==> config.mk <==
export PLATFORM = sky130hd
export DESIGN_NAME = alu_byte_sequencer
export DESIGN_NICKNAME = d
export VERILOG_FILES = /design/src/rtl/cpu_pkg.sv /design/src/rtl/alu_byte_sequencer.sv
export SDC_FILE = /design/constraint.sdc
export NUM_CORES = 1
export LEC_CHECK = 0
export CAP_MARGIN = 10
export CORE_ASPECT_RATIO = 0.8
export CORE_UTILIZATION = 51
export CTS_CLUSTER_DIAMETER = 80
export DETAILED_ROUTE_END_ITERATION = 8
export DONT_BUFFER_PORTS = 1
export HOLD_SLACK_MARGIN = 0.08
export PLACE_DENSITY = 0.66
export RECOVER_POWER = 25
export SKIP_LAST_GASP = 1
export SLEW_MARGIN = 25
export SYNTH_ARGS = -nofsm -noshare
export SYNTH_HDL_FRONTEND = slang
export SYNTH_SLANG_ARGS = --single-unit
==> constraint.sdc <==
create_clock -name clk -period 5.8 [get_ports clk]
set_input_delay 0.58 -clock clk [delete_from_list [all_inputs] [get_ports clk]]
set_output_delay 0.58 -clock clk [all_outputs]
set_load 0.03 [all_outputs]
==> src/rtl/cpu_pkg.sv <==
// cpu_pkg: shared ALU function codes and the byte sequencer's state encoding.
//   FN_AND/FN_OR/FN_XOR/FN_PASS : 2-bit ALU function codes
//   state_t                     : sequencer states IDLE, RUN, DONE
package cpu_pkg;

    localparam logic [1:0] FN_AND  = 2'b00;
    localparam logic [1:0] FN_OR   = 2'b01;
    localparam logic [1:0] FN_XOR  = 2'b10;
    localparam logic [1:0] FN_PASS = 2'b11;

    typedef enum logic [1:0] {
        ST_IDLE = 2'b00,
        ST_RUN  = 2'b01,
        ST_DONE = 2'b10
    } state_t;

endpackage

==> src/rtl/alu_byte_sequencer.sv <==
// alu_byte_sequencer: runs one NBYTES-wide operation through an external 8-bit ALU, LSB byte first.
//   clk, rst_n            : clock, asynchronous active-low reset
//   req_valid/req_ready   : request handshake carrying req_fn, req_a, req_b
//   rsp_valid/rsp_ready   : response handshake carrying rsp_result, rsp_n, rsp_v, rsp_z
//   alu_fn/alu_a/alu_b    : byte-wide operation presented to the ALU
//   alu_sum/alu_n/alu_v/alu_z : combinational ALU result and flags for that byte
module alu_byte_sequencer
    import cpu_pkg::*;
#(
    parameter int NBYTES = 4
) (
    input  logic                  clk,
    input  logic                  rst_n,
    input  logic                  req_valid,
    output logic                  req_ready,
    input  logic [1:0]            req_fn,
    input  logic [8*NBYTES-1:0]   req_a,
    input  logic [8*NBYTES-1:0]   req_b,
    output logic                  rsp_valid,
    input  logic                  rsp_ready,
    output logic [8*NBYTES-1:0]   rsp_result,
    output logic                  rsp_n,
    output logic                  rsp_v,
    output logic                  rsp_z,
    output logic [1:0]            alu_fn,
    output logic [7:0]            alu_a,
    output logic [7:0]            alu_b,
    input  logic [7:0]            alu_sum,
    input  logic                  alu_n,
    input  logic                  alu_v,
    input  logic                  alu_z
);

    localparam int IW = $clog2(NBYTES);
    localparam logic [IW-1:0] LAST = IW'(NBYTES - 1);

    state_t                state, state_nx;
    logic [IW-1:0]         idx;
    logic [1:0]            fn_q;
    logic [8*NBYTES-1:0]   a_q, b_q;
    logic                  z_acc;
    logic                  last;

    assign last = (idx == LAST);

    always_ff @(posedge clk or negedge rst_n) begin
        if (!rst_n) begin
            state      <= ST_IDLE;
            idx        <= '0;
            fn_q       <= '0;
            a_q        <= '0;
            b_q        <= '0;
            z_acc      <= 1'b1;
            rsp_result <= '0;
            rsp_n      <= 1'b0;
            rsp_v      <= 1'b0;
            rsp_z      <= 1'b0;
        end else begin
            state <= state_nx;
            if (state == ST_IDLE && req_valid) begin
                fn_q  <= req_fn;
                a_q   <= req_a;
                b_q   <= req_b;
                idx   <= '0;
                z_acc <= 1'b1;
            end
            if (state == ST_RUN) begin
                rsp_result[8*idx +: 8] <= alu_sum;
                z_acc                  <= z_acc & alu_z;
                idx                    <= last ? '0 : idx + 1'b1;
                // Sign and overflow come from the most-significant byte only;
                // zero must hold across every byte of the word.
                if (last) begin
                    rsp_n <= alu_n;
                    rsp_v <= alu_v;
                    rsp_z <= z_acc & alu_z;
                end
            end
        end
    end

    // ALU drive depends only on registered state so req_* never reaches alu_*.
    always_comb begin
        state_nx  = state;
        req_ready = 1'b0;
        rsp_valid = 1'b0;
        alu_fn    = '0;
        alu_a     = '0;
        alu_b     = '0;
        case (state)
            ST_IDLE: begin
                req_ready = 1'b1;
                state_nx  = req_valid ? ST_RUN : ST_IDLE;
            end
            ST_RUN: begin
                alu_fn   = fn_q;
                alu_a    = a_q[8*idx +: 8];
                alu_b    = b_q[8*idx +: 8];
                state_nx = last ? ST_DONE : ST_RUN;
            end
            ST_DONE: begin
                rsp_valid = 1'b1;
                state_nx  = rsp_ready ? ST_IDLE : ST_DONE;
            end
            default: state_nx = ST_IDLE;
        endcase
    end

endmodule
# Word level (Yosys, flattened, before mapping)
# Index checks and enable logic that the tools add are counted.
[word_totals]
output_inout_bits = 55
register_bits = 106
wordCells = 39
input_bits = 81
[op_classes]
n_reduce_logical = 4
bitwise_logic = 1
eq_ne = 3
n_shift = 4
n_addsub = 2
muxes = 15
[op_table]
columns = ["cell", "count"]
rows = [
  ["$shiftx 32x6->8", 2],
  ["$neg 5->34", 1],
  ["$shift 8x34->32 const A", 1],
  ["$shiftx 8x34->32", 1],
  ["$bwmux 32", 1],
  ["$mux 8", 2],
  ["$mux 2", 6],
  ["$pmux 2 s3", 1],
  ["$mux 1", 5],
  ["$eq 2x2->1 const B", 2],
  ["$add 2x1->2 const B", 1],
  ["$eq 2x1->1 const B", 1],
  ["$logic_not 2->1", 1],
  ["$reduce_and 2->1", 1],
  ["$reduce_bool 2->1", 1],
  ["$and 1x1->1", 1],
  ["$logic_and 1x1->1", 1],
]

# Depth between registers and ports, before layout
# Gate-level depths: netlist of run 1.
[depth]
depth_word = 4
mapped_depth = 8
ltp_nobuf = 4

# Worst setup path after synthesis of run 1
# No wires, ideal clock.
[synth_path]
kind = "flip-flop to output port"
startpoint = "register idx[0]"
endpoint = "output port alu_a[0]"
required_time_ns = 5.220
n_path_buf = 2
stages_incl_launch_ff = 5
setup_slack_ns = 3.626
arrival_ns = 1.594
cell_sequence = "dfrtp_1 or3b_1 clkbuf_1 buf_2 o22ai_1"
[synth_via]
elab_chain_cells = 2
[synth_lines]
columns = ["item", "line_no", "source"]
rows = [
  ["start: declaration", "alu_byte_sequencer.sv:38", "logic [IW-1:0] idx;"],
  ["start signal: assignment", "alu_byte_sequencer.sv:70", "idx <= last ? '0 : idx + 1'b1;"],
  ["$shiftx 32x6->8", "alu_byte_sequencer.sv:97", "alu_a = a_q[8*idx +: 8];"],
  ["$mux 8", "alu_byte_sequencer.sv:90", "case (state)"],
  ["end: declaration", "alu_byte_sequencer.sv:26", "output logic [7:0] alu_a,"],
]
# Every way passes these cells.

# Worst setup path after layout of run 1
[layout_path]
startpoint = "register idx[0]"
endpoint = "output port alu_a[7]"
# Same word-level chain as after synthesis.

==> impl_metrics.ini, run 1 <==
[floorplan]
dieHeight_um = 90.33
initial_utilization = 0.5365
core_area_mm2 = 0.009270
io_pins = 136
rows = 31
dieArea_mm2 = 0.01015
chipWidth_um = 112.4

[timing]
rsz0062_at_grt = false
fin_setup_tns_ns = 0
max_slew_margin = 0.3106
tightest_slew_ns = 1.034
finClkSkew_ns = 0.006392
hold_violations = 0
setup_violations = 0
fmax_ghz = 0.3274
fin_crit_sh = 0.5266
fin_crit_ns = 3.054
final_max_slew_viol_count = 0

[critical_path]
critical_path_class = register to output pin
worst_ep_required_time_ns = 5.22
reg2reg_slack_ns = 2.79
start_kind = register
path_max_fanout = 19
path_cells = nand3b_1 > o22ai_1
end_kind = output pin
rr_worst_depth = 4
cp.arrival_ns = 2.47
slowest_stage = o22ai_1
cp_slowest_stage_delay_ns = 0.83

[route]
wl_met3_mm = 1.075
wl_mm = 10.26
vias = 2887
met1_length_mm = 4.574
vias_per_cell = 6.052
maxUsedRoutingLayer = met4
drt_first_pass_iters = 4
drc = 0
dr_wl_met2_mm = 4.579
antenna_left = 0
wl_per_cell_um = 21.52
initialDrtViolationCount = 178

[clock_network]
ctsResizeCount = 0
clock_sinks = 106
numCtsBuffers = 9
cts_tree = yes
htree_levels = 3
root_buffer = clkbuf_16
clk-insertion-delay-late_ns = 0.34
clock_path_buffers = 2
clk_pin_slew_ns = 0.07

[cells_and_area]
syn2layout_area_growth_pct = 6.767
n_antenna_cell = 0
final_common_cell = dfrtp_1
layout.nets = 443
final_cell_count_no_fill = 477
drive_gt1_frac = 0.3011
layout_common_cells = dfrtp_1, mux2_2, mux2i_1

[global_routing]
grt_pass1_vias = 3016
grt_max_degree = 106
grt.overflow.total = 0
grt_pass1_wl_mm = 16.50
antenna_found_initial = 1
grt_usage = 0.2142

[synth]
syn-num-nets = 460
syn-mean-instance-area_um2 = 13.30
syn_area_mm2 = 0.004974
synth-edff-count = 0
synth_cell_types = 33
ys.warnings.count = 0
netlist_instances = 374
yosys_most_used_dff = dfrtp_1
synthArstFlopShare = 1.000
ys_seq_area_frac = 0.5336
ys_seq_elements = 106

[worst_hold_path]
hold_class = primary input to async pin

[flow_run]
drv_cap = 0

[power]
p_leak_nw = 2.236
power_mw = 3.505
p_per_area_mw_per_mm2 = 660.1
irDropWorstVdd_mv = 0.3072

[placed_design]
io_buffers = 0
gp_congestion = 0.7305
place_hpwl_mm = 6.883
placedCellCount = 459

[outcome]
status = finished, final reports clean
-- critical path: cells and delay by family, from the launching register on --
kind               cells  cell delay [ns]
and+or+nand+nor        1             0.65
DFF                    1             0.65
AOI/OAI and AO/OA      1             0.83
-- sequential cells by signal (all words and copies together) (netlist names) --
name / count
z_acc: 1
rsp_v: 1
fn_q: 2
idx: 2
state: 2
b_q: 32
rsp_z: 1
rsp_result: 32
a_q: 32
rsp_n: 1
-- logic make-up after synthesis --
family / Yosys count / synth area share
adder cells (fa/ha/maj): 5 / 0.01258
flip-flops: 106 / 0.5336
AO/OA/AOI/OAI: 43 / 0.08931
buffers and inverters: 58 / 0.05283
AND/OR/NAND/NOR: 51 / 0.06868
multiplexers: 111 / 0.2430
-- synthesized netlist by cell type, types with 6 or more instances --
cell,n,area [um^2]
mux2_1,7,78.83
mux2i_1,33,330.3
dfrtp_1,105,2628
clkbuf_1,8,30.03
o32ai_2,15,244.0
mux2_2,71,799.5
inv_1,26,97.59
o22ai_1,16,100.1
nand2_1,23,86.33
o32ai_1,7,61.31
buf_2,20,100.1
nor4bb_1,6,60.06
-- final timing paths --
check,end,start
max reg2reg,rsp_result[19],idx[1]
max in group asynchronous,z_acc,rst_n
min reg2reg,a_q[21],a_q[21]
min in group clk,a_q[21],req_a[21]
min,rsp_result[11],rst_n
max,alu_a[7],idx[0]
-- per-stage QoR --
stage	setup WS [ns]	instance area [um^2]	hold slack [ns]	util
floorplan	3.626	4974	0.2844	-
global placement	2.901	4975	0.2877	0.5366
detailed placement	2.796	4975	0.2874	0.5366
CTS	2.731	5310	0.1920	0.5728
global route	2.540	5310	0.1896	0.5728
finish	2.746	5310	0.1664	0.5728
-- per-layer routing --
layer	vias up	GRT usage
met2	107	0.3043
met1	1469	0.2982
met4	0	0.06111
met3	2	0.09195
met5	-	0
li1	1309	-
-- power by group --
part	switching, mW	internal (mW)	total, mW
clock	0.258	0.347	0.605
sequential	0.469	1.09	1.56
combinational	0.769	0.575	1.34
-- repair_timing --
action	4_1_cts	5_1_grt
hold buffers	2	0
buffers inserted	0	0
endpoints found under the hold margin	105	0
-- cell type report --
cell class	count	area, um^2
tap	115	143.9
clock inverter	4	51.30
multi-input combinational	210	2063
fill	808	3960
inverter	26	97.59
timing repair buffer	4	52.55
sequential	106	2655
clock buffer	12	246.5
Note: power is estimated with default switching activity, not from simulation.
==> run 2: changes to the inputs <==
==> constraint.sdc (replaced) <==
create_clock -name clk -period 2.85 [get_ports clk]
set_input_delay 0.285 -clock clk [delete_from_list [all_inputs] [get_ports clk]]
set_output_delay 0.285 -clock clk [all_outputs]
set_load 0.03 [all_outputs]
==> impl_metrics.ini, run 2 (synthesis gave the netlist of run 1 again) <==
[floorplan]
core_area_mm2 = 0.009270
dieArea_mm2 = 0.01015
io_pins = 136
rows = 31
dieHeight_um = 90.33
chipWidth_um = 112.4
initial_utilization = 0.5365

[timing]
setup_violations = 0
fin_crit_ns = 2.484
finClkSkew_ns = 0.007000
tightest_slew_ns = 1.430
fin_setup_tns_ns = 0
rsz0062_at_grt = false
max_slew_margin = 0.04663
fin_crit_sh = 0.8715
final_max_slew_viol_count = 0
fmax_ghz = 0.4026
hold_violations = 0
hold_ws_ns = 0.08668

[route]
drt_first_pass_iters = 4
vias = 3133
initialDrtViolationCount = 150
antenna_left = 0
vias_per_cell = 5.791
wl_per_cell_um = 19.83
drc = 0
wl_mm = 10.73

[power]
intPower_mw = 4.296
p_switching_mw = 3.156
p_per_area_mw_per_mm2 = 1266
comb_power_share = 0.433
power_frac_seq = 0.407
irDropWorstVdd_mv = 0.6017
p_leak_nw = 2.507
clkPwrFrac = 0.160
power_mw = 7.452
swShare = 0.4235

[clock_network]
clk_pin_slew_ns = 0.07
ctsResizeCount = 0
clock_sinks = 106
root_buffer = clkbuf_16
clock_path_buffers = 2
clk-insertion-delay-late_ns = 0.35
postCtsSetupBuffers = 0
numCtsBuffers = 9
cts_tree = yes
htree_levels = 3
ctsHoldBuffers = 43

[cells_and_area]
final_cell_count_no_fill = 541
n_fill_cell = 720
layout_common_cells = dfrtp_1, mux2_2, dlygate4sd3_1
final_common_cell = dfrtp_1
drive_gt1_frac = 0.3052
n_antenna_cell = 0
reg.largest.list = a_q (32), b_q (32), rsp_result (32)
syn2layout_area_growth_pct = 18.39
layout.nets = 507

[global_routing]
grt.overflow.total = 0
grt_usage = 0.2222
antenna_found_initial = 0
grt_pass1_vias = 3199
grt_max_degree = 107
grt_pass1_wl_mm = 17.31

[critical_path]
cp.arrival_ns = 2.20
path_cells = nand3b_1 > o22ai_1 > buf_4
slowest_stage = nand3b_1
end_kind = output pin
start_kind = register
critical_path_class = register to output pin
path_max_fanout = 16
cp_slowest_stage_delay_ns = 0.71
worst_ep_required_time_ns = 2.57

[outcome]
status = finished, final reports clean

[placed_design]
placedCellCount = 478
gp_congestion = 0.7472
place_hpwl_mm = 6.908
io_buffers = 0

[flow_run]
drv_cap = 0

[worst_hold_path]
hold_class = primary input to register
-- run 2: changes by cell type in the layout (fill, tap and decap cells not counted), sizes merged --
| cell | delta |
|---|---|
| clkinvlp | +2 |
| buf | +18 |
| clkbuf | -1 |
| inv | +1 |
| dlygate4sd3 | +45 |
| bufinv | -1 |
-- run 2: final timing paths --
check | endpoint | slack [ns] | startpoint | cells past startpoint
hold / removal | b_q[26] | 0.09 | req_b[26] | 1
max in group asynchronous | idx[1] | 1.02 | rst_n | 2
setup / recovery | alu_b[4] | 0.37 | state[1] | 3
hold reg to reg | a_q[31] | 0.49 | a_q[31] | 1
setup reg to reg | rsp_n | 0.66 | idx[1] | 4
min in group asynchronous | rsp_result[13] | 0.84 | rst_n | 2
-- run 2: layout make-up --
| type | count | area, um^2 | area share |
|---|---|---|---|
| clock buffer | 10 | 239.0 | 0.04059 |
| clock inverter | 6 | 51.30 | 0.008712 |
| inverter | 26 | 97.59 | 0.01657 |
| multi-input combinational | 210 | 2063 | 0.3504 |
| sequential | 106 | 2655 | 0.4509 |
| tap | 115 | 143.9 | 0.02444 |
| timing repair buffer | 68 | 638.1 | 0.1084 |
-- run 2: per-layer routing --
layer / share of wire / routed length (um) / vias to the layer above / track usage
met5: 0 / 0 / - / 0
met4: 0.010 / 109 / 0 / 0.06667
met3: 0.074 / 790 / 10 / 0.07047
met2: 0.44 / 4724 / 113 / 0.3183
met1: 0.48 / 5105 / 1566 / 0.3226
li1: - / - / 1444 / -
-- run 2: worst max-delay path, delay by kind of cell (launching register included) --
family	cells	cell delay (ns)
flip-flops	1	0.51
AO/OA/AOI/OAI	1	0.41
AND/OR/NAND/NOR	1	0.71
buffers and inverters	1	0.21
-- run 2: power by group through the flow --
stage / sequential [mW] / combinational (mW) / clock (mW)
after global routing: 3.13 / 3.49 / 1.26
final: 3.04 / 3.22 / 1.19
after detailed placement: 3.07 / 3.14 / 0
after global placement: 3.03 / 3.09 / 0
after floorplan: 2.92 / 2.54 / 0
after CTS: 3.03 / 3.24 / 1.22
-- run 2: stage by stage --
step	utilization	cell area, um^2	worst slack (ns)
after floorplan	-	4974	0.6972
after global placement	0.5534	5130	0.7165
after detailed placement	0.5534	5130	0.6439
after CTS	0.6330	5868	0.3223
after global routing	0.6352	5888	0.1609
final	0.6352	5888	0.3661
==> run 3: changes to the inputs <==
==> constraint.sdc (replaced) <==
create_clock -name clk -period 2.85 [get_ports clk]
set_input_delay 0 -clock clk [delete_from_list [all_inputs] [get_ports clk]]
set_output_delay 0 -clock clk [all_outputs]
set_load 0.03 [all_outputs]
==> impl_metrics.ini, run 3 (synthesis gave the netlist of run 1 again) <==
[floorplan]
dieArea_mm2 = 0.01015
core_area_mm2 = 0.009270
dieHeight_um = 90.33
rows = 31
io_pins = 136
initial_utilization = 0.5365
chipWidth_um = 112.4

[critical_path]
rr_worst_depth = 4
cp.arrival_ns = 2.49
r2r-start = idx[1]
critical_path_class = register to output pin
reg2reg_to = rsp_result[19]
end_kind = output pin
start_kind = register
path_max_fanout = 16
reg2reg_slack_ns = 0.66
worst_ep_required_time_ns = 2.85

[global_routing]
antenna_found_initial = 0
grt_usage = 0.2320
grt_pass1_wl_mm = 18.08
grt_pass1_vias = 3324
grt_max_degree = 107
grt.overflow.total = 0

[clock_network]
clock_path_buffers = 2
clock_sinks = 106
ctsHoldBuffers = 80
postCtsSetupBuffers = 0
root_buffer = clkbuf_16
clk_pin_slew_ns = 0.07
numCtsBuffers = 9
cts_tree = yes
htree_levels = 3
ctsResizeCount = 0
clk-insertion-delay-late_ns = 0.34

[flow_run]
drv_cap = 0

[placed_design]
place_hpwl_mm = 7.081
gp_congestion = 0.7469
placedCellCount = 466
postPlaceCellArea_mm2 = 0.005027
io_buffers = 0

[worst_hold_path]
hold_depth = 2
hold_class = primary input to register
min_from = alu_sum[3]
whs_endpoint = rsp_result[3]

[outcome]
status = finished, final reports clean

[power]
irDropWorstVdd_mv = 0.6261
p_per_area_mw_per_mm2 = 1212
p_leak_nw = 2.603
power_mw = 7.447

[cells_and_area]
drive_gt1_frac = 0.2578
reg.largest.list = a_q (32), b_q (32), rsp_result (32)
design_area_mm2 = 0.006146
final_common_cell = dfrtp_1
layout_common_cells = dfrtp_1, dlygate4sd3_1, mux2_2
syn2layout_area_growth_pct = 23.57
final_cell_count_no_fill = 561
n_antenna_cell = 0
layout.nets = 528

[timing]
final_max_slew_viol_count = 0
fin_crit_sh = 0.8726
finClkSkew_ns = 0.008770
hold_violations = 0
fin_crit_ns = 2.487
rsz0062_at_grt = false
max_slew_margin = 0.05331
fin_setup_tns_ns = 0
setup_violations = 0
hold_ws_ns = 0.09281
tightest_slew_ns = 1.420
fmax_ghz = 0.4021

[route]
vias_per_cell = 5.731
vias = 3215
initialDrtViolationCount = 140
wl_per_cell_um = 20.25
antenna_left = 0
drc = 0
drt_first_pass_iters = 4
wl_mm = 11.36
[run 3: final cells by class]
class                      count  area, um^2
clock buffer                  13       260.3
clock inverter                 2       60.06
fill                         723        3124
inverter                      26       97.59
multi-input combinational    210        2063
sequential                   106        2655
tap                          115       143.9
timing repair buffer          89       865.8
[run 3: through the flow]
stage,util,setup WS [ns]
floorplan,-,0.6972
global placement,0.5423,0.8019
detailed placement,0.5423,0.6962
CTS,0.6651,0.4301
global route,0.6630,0.2443
finish,0.6630,0.3632
[run 3: layer usage]
| layer | vias up | share of wire | global-route usage |
|---|---|---|---|
| met1 | 1632 | 0.48 | 0.3359 |
| met2 | 103 | 0.45 | 0.3432 |
| li1 | 1473 | - | - |
| met4 | 0 | 0.0077 | 0.05889 |
| met5 | - | 0 | 0 |
| met3 | 7 | 0.069 | 0.06711 |
[run 3: critical path, cell delays in order, from the launching register on]
cell and delay [ns]:
dfrtp_1 0.58, nand3b_1 0.72, o22ai_1 0.84
[run 3: worst max-delay path by stage]
| stage | cells past startpoint | to | from |
|---|---|---|---|
| after CTS | 2 | alu_a[1] | state[0] |
| after global placement | 4 | rsp_result[17] | idx[1] |
| after detailed placement | 4 | rsp_result[16] | idx[1] |
| after global routing | 2 | alu_b[1] | state[0] |
| final | 2 | alu_a[0] | state[0] |
| after floorplan | 7 | rsp_result[24] | idx[1] |
[run 3: power breakdown]
group          switching [mW]  leakage [nW]  total, mW  internal [mW]
sequential              0.831          1.31       3.05           2.22
clock                   0.513         0.156       1.33          0.814
combinational            1.77          1.14       3.07           1.30
total                    3.12          2.60       7.45           4.33
